## config.mk

```make
export PLATFORM = sky130hd
export DESIGN_NAME = spi_slave_frame_rx
export DESIGN_NICKNAME = d
export VERILOG_FILES = /design/src/rtl/spi_slave_frame_rx.sv
export SDC_FILE = /design/constraint.sdc
export NUM_CORES = 1
export LEC_CHECK = 0
export ABC_AREA = 1
export CAP_MARGIN = 20
export CORE_ASPECT_RATIO = 0.8
export CORE_MARGIN = 2
export CORE_UTILIZATION = 40
export CTS_BUF_LIST = sky130_fd_sc_hd__clkbuf_4
export DETAILED_ROUTE_END_ITERATION = 8
export HOLD_SLACK_MARGIN = 0.1
export PLACE_DENSITY = 0.71
export SYNTH_ARGS = -nofsm -noshare
export SYNTH_HDL_FRONTEND = slang
export SYNTH_SLANG_ARGS = --single-unit
export TNS_END_PERCENT = 10
```

## constraint.sdc

```tcl
create_clock -name sysClk -period 2.6 [get_ports sysClk]
set_clock_uncertainty 0.15 [all_clocks]
set_input_delay 0.39 -clock sysClk [delete_from_list [all_inputs] [get_ports sysClk]]
set_output_delay 0.39 -clock sysClk [all_outputs]
set_load 0.005 [all_outputs]
```

## src/rtl/spi_slave_frame_rx.sv

```systemverilog
// -----------------------------------------------------------------------------
// spi_slave_frame_rx
// SPI mode-0 slave front end. SCK/CS_n/MOSI are oversampled in the sysClk
// domain, MSB-first bytes are deserialised and numbered within a chip-select
// frame (byte 0 = instruction, 1..N = data), and a response byte is shifted
// out on MISO from a one-deep transmit holding register.
//
// Ports
//   sysClk, rst        : system clock, synchronous active-high reset
//   spi_sck/cs_n/mosi  : asynchronous SPI pins from the host
//   spi_miso           : registered serial data out (0 while CS is high)
//   spi_byte           : last completed received byte
//   spi_input_valid    : one-cycle pulse, spi_byte / spi_byte_num valid
//   spi_byte_num       : index of spi_byte in the frame, saturating
//   frame_active       : a frame is being received
//   frame_error        : one-cycle pulse, CS rose with a partial byte
//   tx_byte/tx_valid   : response byte offer from downstream
//   tx_ready           : holding register empty
//   tx_underrun        : one-cycle pulse, byte boundary with nothing to send
// -----------------------------------------------------------------------------
module spi_slave_frame_rx #(
  parameter int unsigned SYNC_STAGES  = 2,
  parameter int unsigned BYTE_NUM_W   = 4,
  parameter logic [7:0]  IDLE_TX_BYTE = 8'h00
) (
  input  logic                  sysClk,
  input  logic                  rst,
  input  logic                  spi_sck,
  input  logic                  spi_cs_n,
  input  logic                  spi_mosi,
  output logic                  spi_miso,
  output logic [7:0]            spi_byte,
  output logic                  spi_input_valid,
  output logic [BYTE_NUM_W-1:0] spi_byte_num,
  output logic                  frame_active,
  output logic                  frame_error,
  input  logic [7:0]            tx_byte,
  input  logic                  tx_valid,
  output logic                  tx_ready,
  output logic                  tx_underrun
);

  typedef enum logic [0:0] {
    ST_IDLE  = 1'b0,
    ST_SHIFT = 1'b1
  } state_t;

  // synchroniser chains; smp_vld marks stages that hold a real pin sample
  logic [SYNC_STAGES-1:0] sck_sync_q,  sck_sync_d;
  logic [SYNC_STAGES-1:0] cs_sync_q,   cs_sync_d;
  logic [SYNC_STAGES-1:0] mosi_sync_q, mosi_sync_d;
  logic [SYNC_STAGES-1:0] smp_vld_q,   smp_vld_d;
  logic                   sck_dly_q,   sck_dly_d;
  logic                   cs_dly_q,    cs_dly_d;
  logic                   armed_q,     armed_d;

  state_t                 state_q,     state_d;
  logic [2:0]             bit_cnt_q,   bit_cnt_d;
  logic [BYTE_NUM_W-1:0]  byte_cnt_q,  byte_cnt_d;
  logic [7:0]             shift_in_q,  shift_in_d;
  logic                   done_q,      done_d;
  logic [BYTE_NUM_W-1:0]  done_num_q,  done_num_d;
  logic                   pend_bnd_q,  pend_bnd_d;
  logic [7:0]             hold_q,      hold_d;
  logic                   tx_ready_q,  tx_ready_d;
  logic [7:0]             tx_shift_q,  tx_shift_d;

  logic                   miso_q,         miso_d;
  logic [7:0]             spi_byte_q,     spi_byte_d;
  logic                   valid_q,        valid_d;
  logic [BYTE_NUM_W-1:0]  byte_num_q,     byte_num_d;
  logic                   frame_active_q, frame_active_d;
  logic                   frame_error_q,  frame_error_d;
  logic                   underrun_q,     underrun_d;

  logic sck_s, cs_s, mosi_s, in_shift_s;
  logic sck_rise_s, sck_fall_s, cs_fall_s, cs_rise_s;
  logic bnd_s, accept_s;

  assign sck_s      = sck_sync_q[SYNC_STAGES-1];
  assign cs_s       = cs_sync_q[SYNC_STAGES-1];
  assign mosi_s     = mosi_sync_q[SYNC_STAGES-1];
  assign in_shift_s = (state_q == ST_SHIFT);

  // SCK edges only count inside a frame; this also lets an 8th rise that
  // coincides with CS rising still complete its byte.
  assign sck_rise_s = in_shift_s &  sck_s & ~sck_dly_q;
  assign sck_fall_s = in_shift_s & ~sck_s &  sck_dly_q;
  // armed_q blocks the fake CS fall seen when the preset-high synchroniser
  // drains a CS pin that was already low through a reset.
  assign cs_fall_s  = ~in_shift_s & armed_q & ~cs_s & cs_dly_q;
  assign cs_rise_s  = in_shift_s & cs_s & ~cs_dly_q;

  assign accept_s   = tx_valid & tx_ready_q;

  // Synchroniser shift, delayed copies and arming next-state
  always_comb begin
    sck_sync_d  = {sck_sync_q[SYNC_STAGES-2:0],  spi_sck};
    cs_sync_d   = {cs_sync_q[SYNC_STAGES-2:0],   spi_cs_n};
    mosi_sync_d = {mosi_sync_q[SYNC_STAGES-2:0], spi_mosi};
    smp_vld_d   = {smp_vld_q[SYNC_STAGES-2:0],   1'b1};
    sck_dly_d   = sck_s;
    cs_dly_d    = cs_s;
    armed_d     = armed_q | (cs_s & smp_vld_q[SYNC_STAGES-1]);
  end

  // Frame FSM, deserialiser, MISO shifter and holding register next-state
  always_comb begin
    state_d        = state_q;
    bit_cnt_d      = bit_cnt_q;
    byte_cnt_d     = byte_cnt_q;
    shift_in_d     = shift_in_q;
    done_d         = 1'b0;
    done_num_d     = done_num_q;
    pend_bnd_d     = pend_bnd_q;
    hold_d         = hold_q;
    tx_ready_d     = tx_ready_q;
    tx_shift_d     = tx_shift_q;
    spi_byte_d     = spi_byte_q;
    valid_d        = 1'b0;
    byte_num_d     = byte_num_q;
    frame_error_d  = 1'b0;
    underrun_d     = 1'b0;
    bnd_s          = 1'b0;

    case (state_q)
      ST_IDLE: begin
        if (cs_fall_s) begin
          state_d    = ST_SHIFT;
          bit_cnt_d  = 3'd0;
          byte_cnt_d = {BYTE_NUM_W{1'b0}};
          pend_bnd_d = 1'b0;
          bnd_s      = 1'b1;
        end else begin
          state_d    = ST_IDLE;
        end
      end
      ST_SHIFT: begin
        if (sck_rise_s) begin
          shift_in_d = {shift_in_q[6:0], mosi_s};
          bit_cnt_d  = bit_cnt_q + 3'd1;
          if (bit_cnt_q == 3'd7) begin
            done_d     = 1'b1;
            done_num_d = byte_cnt_q;
            pend_bnd_d = 1'b1;
            if (byte_cnt_q != {BYTE_NUM_W{1'b1}}) begin
              byte_cnt_d = byte_cnt_q + BYTE_NUM_W'(1);
            end else begin
              byte_cnt_d = byte_cnt_q;
            end
          end else begin
            done_d = 1'b0;
          end
        end else begin
          shift_in_d = shift_in_q;
        end
        // the falling edge after a completed byte reloads; others shift
        if (sck_fall_s && !cs_rise_s) begin
          if (pend_bnd_q) begin
            bnd_s      = 1'b1;
            pend_bnd_d = 1'b0;
          end else begin
            tx_shift_d = {tx_shift_q[6:0], 1'b0};
          end
        end else begin
          bnd_s = 1'b0;
        end
        if (cs_rise_s) begin
          state_d       = ST_IDLE;
          frame_error_d = (bit_cnt_d != 3'd0);
        end else begin
          state_d       = ST_SHIFT;
        end
      end
      default: begin
        state_d = ST_IDLE;
      end
    endcase

    if (bnd_s) begin
      if (!tx_ready_q) begin
        tx_shift_d = hold_q;
      end else begin
        tx_shift_d = IDLE_TX_BYTE;
        underrun_d = 1'b1;
      end
    end else begin
      underrun_d = 1'b0;
    end

    // a new accept wins over the boundary's "now empty"
    if (accept_s) begin
      hold_d     = tx_byte;
      tx_ready_d = 1'b0;
    end else if (bnd_s) begin
      tx_ready_d = 1'b1;
    end else begin
      tx_ready_d = tx_ready_q;
    end

    if (done_q) begin
      spi_byte_d = shift_in_q;
      byte_num_d = done_num_q;
      valid_d    = 1'b1;
    end else begin
      valid_d    = 1'b0;
    end

    frame_active_d = (state_d == ST_SHIFT);
    miso_d         = frame_active_d ? tx_shift_d[7] : 1'b0;
  end

  // State and output registers with synchronous reset
  always_ff @(posedge sysClk) begin
    if (rst) begin
      sck_sync_q     <= {SYNC_STAGES{1'b0}};
      cs_sync_q      <= {SYNC_STAGES{1'b1}};
      mosi_sync_q    <= {SYNC_STAGES{1'b0}};
      smp_vld_q      <= {SYNC_STAGES{1'b0}};
      sck_dly_q      <= 1'b0;
      cs_dly_q       <= 1'b1;
      armed_q        <= 1'b0;
      state_q        <= ST_IDLE;
      bit_cnt_q      <= 3'd0;
      byte_cnt_q     <= {BYTE_NUM_W{1'b0}};
      shift_in_q     <= 8'h00;
      done_q         <= 1'b0;
      done_num_q     <= {BYTE_NUM_W{1'b0}};
      pend_bnd_q     <= 1'b0;
      hold_q         <= 8'h00;
      tx_ready_q     <= 1'b1;
      tx_shift_q     <= IDLE_TX_BYTE;
      miso_q         <= 1'b0;
      spi_byte_q     <= 8'h00;
      valid_q        <= 1'b0;
      byte_num_q     <= {BYTE_NUM_W{1'b0}};
      frame_active_q <= 1'b0;
      frame_error_q  <= 1'b0;
      underrun_q     <= 1'b0;
    end else begin
      sck_sync_q     <= sck_sync_d;
      cs_sync_q      <= cs_sync_d;
      mosi_sync_q    <= mosi_sync_d;
      smp_vld_q      <= smp_vld_d;
      sck_dly_q      <= sck_dly_d;
      cs_dly_q       <= cs_dly_d;
      armed_q        <= armed_d;
      state_q        <= state_d;
      bit_cnt_q      <= bit_cnt_d;
      byte_cnt_q     <= byte_cnt_d;
      shift_in_q     <= shift_in_d;
      done_q         <= done_d;
      done_num_q     <= done_num_d;
      pend_bnd_q     <= pend_bnd_d;
      hold_q         <= hold_d;
      tx_ready_q     <= tx_ready_d;
      tx_shift_q     <= tx_shift_d;
      miso_q         <= miso_d;
      spi_byte_q     <= spi_byte_d;
      valid_q        <= valid_d;
      byte_num_q     <= byte_num_d;
      frame_active_q <= frame_active_d;
      frame_error_q  <= frame_error_d;
      underrun_q     <= underrun_d;
    end
  end

  assign spi_miso        = miso_q;
  assign spi_byte        = spi_byte_q;
  assign spi_input_valid = valid_q;
  assign spi_byte_num    = byte_num_q;
  assign frame_active    = frame_active_q;
  assign frame_error     = frame_error_q;
  assign tx_ready        = tx_ready_q;
  assign tx_underrun     = underrun_q;

endmodule

```

==> impl_metrics.tcl <==
set metrics [dict create \
    synthCells 331 \
    synth_area_sq_mm 0.00267 \
    arrival_ns 1.59 \
    start_util 0.415 \
    syn_to_final_growth_pct 17.8 \
    power_density_mw_per_mm2 559 \
    rows 26 \
    antenna_found_initial 0 \
    critPathTopFamily "flip-flops" \
    num_antenna_cells 0 \
    fmax_mhz 469 \
    drt_iter0_drc 78 \
    fp.dieH_um 77.1 \
    cts_max_level 3 \
    reg2reg_slack_ns 0.75 \
    synth_edf_count 0 \
    drtAntennaViolNets 0 \
    rsz0062_at_grt "no" \
    power.total_mw 1.76 \
    crit_slowest_cell "dfxtp_1" \
    clk_transition_reported_paths_ns 0.10 \
    maxSlewHeadroom 0.691 \
    drive_gt1_frac 0.112 \
    grt_max_degree 46 \
    cts-buffers-inserted 9 \
    maxCapViolations 0 \
    wl_mm 4.90 \
    grt_pass1_vias 1876 \
    status "finished clean" \
    dp_slack_ns 0.738 \
    irDropWorstVdd_mv 0.253 \
    clkLatencyLatePin_ns 0.41 \
    grt_usage 0.147 \
    synth_top_cell_area_share 0.494 \
    path_cells "clkdlybuf4s50_1" \
    final_max_slew_viol_count 0 \
    clockBufferDepth 2 \
    synth_cell_types 30 \
    async_flop_share 0 \
    post_cts_buffers 0 \
    cts_tree "done" \
    synth_most_common_cell "dfxtp_1" \
    critPathRequiredTime_ns 2.06 \
    yosys_warnings 0 \
    wl_per_cell_um 10.9 \
    endpoint_kind "output pin" \
    io_buffers 31 \
    cts.sinks 66 \
    hold_class "reg2reg" \
    synth_area_leaders "dfxtp_1 (49%), nor2_1 (9.0%), o21ai_0 (5.4%)" \
    critPathKind "reg2out" \
    drc_errors 0 \
    place_area_sq_mm 0.00303 \
    die_w_um 95.4 \
    dp_hpwl_mm 3.30 \
    timing.final.crit_period_ns 2.13 \
    cts_resized 0 \
    worst_pin_slew_ns 0.462 \
    final_net_count 380 \
    synth_largest_area_cell "dfxtp_1" \
    fin_area_sq_mm 0.00315 \
    synth-seq-cells 66 \
    cts_hold_buf 0 \
    fin_util 0.489 \
    start_kind "flip-flop" \
    period_share 0.819 \
    grt_pass1_wl_mm 8.45 \
    vias_per_cell 4.61 \
    synth_nets 348 \
    finalSetupViolCount 0 \
    cp_max_fo 12 \
    num_io_pins 32 \
    synth_common_cells "dfxtp_1 (66), nor2_1 (64), nand2_1 (36)" \
    fin_setup_tns_ns 0 \
    synth_flop_cell "dfxtp_1" \
    dieArea_sq_mm 0.00736 \
    cts_root_buf "clkbuf_4" \
    synth.yosys.seq_area_share 0.494 \
    vias 2078 \
    drtPass1Iterations 4 \
    syn_avg_cell_area_sq_um 8.07 \
    critPathBufInv 1 \
    core_area_sq_mm 0.00644 \
    leakage_nw 1.29 \
    cpPeakStageDelay_ns 0.59 \
    layout_setup_ws_ns 0.470 \
    globalplace.congestion 0.798 \
    grt_overflow 0 \
    hold_violations 0 \
]
where the power goes:
part           leakage (nW)  switching, mW  internal (mW)
clock network        0.0688          0.334          0.288
logic                 0.684         0.0486         0.0412
registers             0.536         0.0153           1.03
metrics by stage:
stage / hold slack [ns] / std cells
after floorplan: 0.238 / 331
after global placement: 0.239 / 436
after detailed placement: 0.246 / 436
after CTS: 0.262 / 451
after global routing: 0.271 / 451
final: 0.260 / 451
metal layers:
metal / track usage / vias up / share of wire
met3: 0.0599 / 5 / 0.045
met1: 0.201 / 907 / 0.53
met2: 0.205 / 37 / 0.41
met5: 0 / - / 0
met4: 0.0571 / 0 / 0.016
li1: - / 1129 / -
logic make-up after synthesis:
group                      after synthesis  synth area share
DFF                                     66             0.494
AOI/OAI and AO/OA                       76             0.150
adders and majority gates                3            0.0140
and+or+nand+nor                        137             0.251
buffers and inverters                   46            0.0772
xor gates and xnor gates                 3            0.0126
path summary, 6_finish.rpt:
| path | start | end | cells after the start |
|---|---|---|---|
| worst max-delay path | tx_ready$_SDFFE_PP1P_ | tx_ready | 1 |
| worst min-delay path | mosi_sync_q[0]$_SDFF_PP0_ | mosi_sync_q[1]$_SDFF_PP0_ | 2 |
| worst max register to register | frame_active$_SDFF_PP0_ | tx_shift_q[3]$_SDFFE_PP0P_ | 5 |
| worst min register to register | mosi_sync_q[0]$_SDFF_PP0_ | mosi_sync_q[1]$_SDFF_PP0_ | 2 |
flip-flops by register name, indices dropped and copies added, names as in the netlist, 3 cells and up:
register,count
spi_byte,8
spi_byte_num,4
bit_cnt_q,3
hold_q,8
shift_in_q,8
done_num_q,4
tx_shift_q,8
byte_cnt_q,4
layout by cell type, fill, tap and decap left out, types with 4 or more instances in the layout:
| cell type | count |
|---|---|
| o21ai_1 | 13 |
| nand3b_1 | 6 |
| nand2_4 | 4 |
| clkbuf_4 | 10 |
| a21oi_1 | 27 |
| nand3_1 | 10 |
| o21ai_0 | 29 |
| clkinv_1 | 5 |
| nand2_2 | 6 |
| nor2_1 | 64 |
| dfxtp_1 | 66 |
| a21oi_2 | 4 |
| inv_1 | 29 |
| nand2_1 | 36 |
| clkdlybuf4s50_1 | 31 |
area by class of cell:
type                            count  area [sq um]
Fill cell                         642          3290
Sequential cell                    66          1320
Multi-Input combinational cell    219          1140
Timing Repair Buffer               34           333
Inverter                           33           124
Tap cell                           84           105
Clock buffer                       10          75.1
Clock inverter                      5          46.3
worst reg2reg max path, delay by kind of cell (launching register included):
kind,cells,cell delay (ns)
flops,1,0.57
compound gates,1,0.16
simple gates,4,0.88
Power figures use the tool's default switching activity.
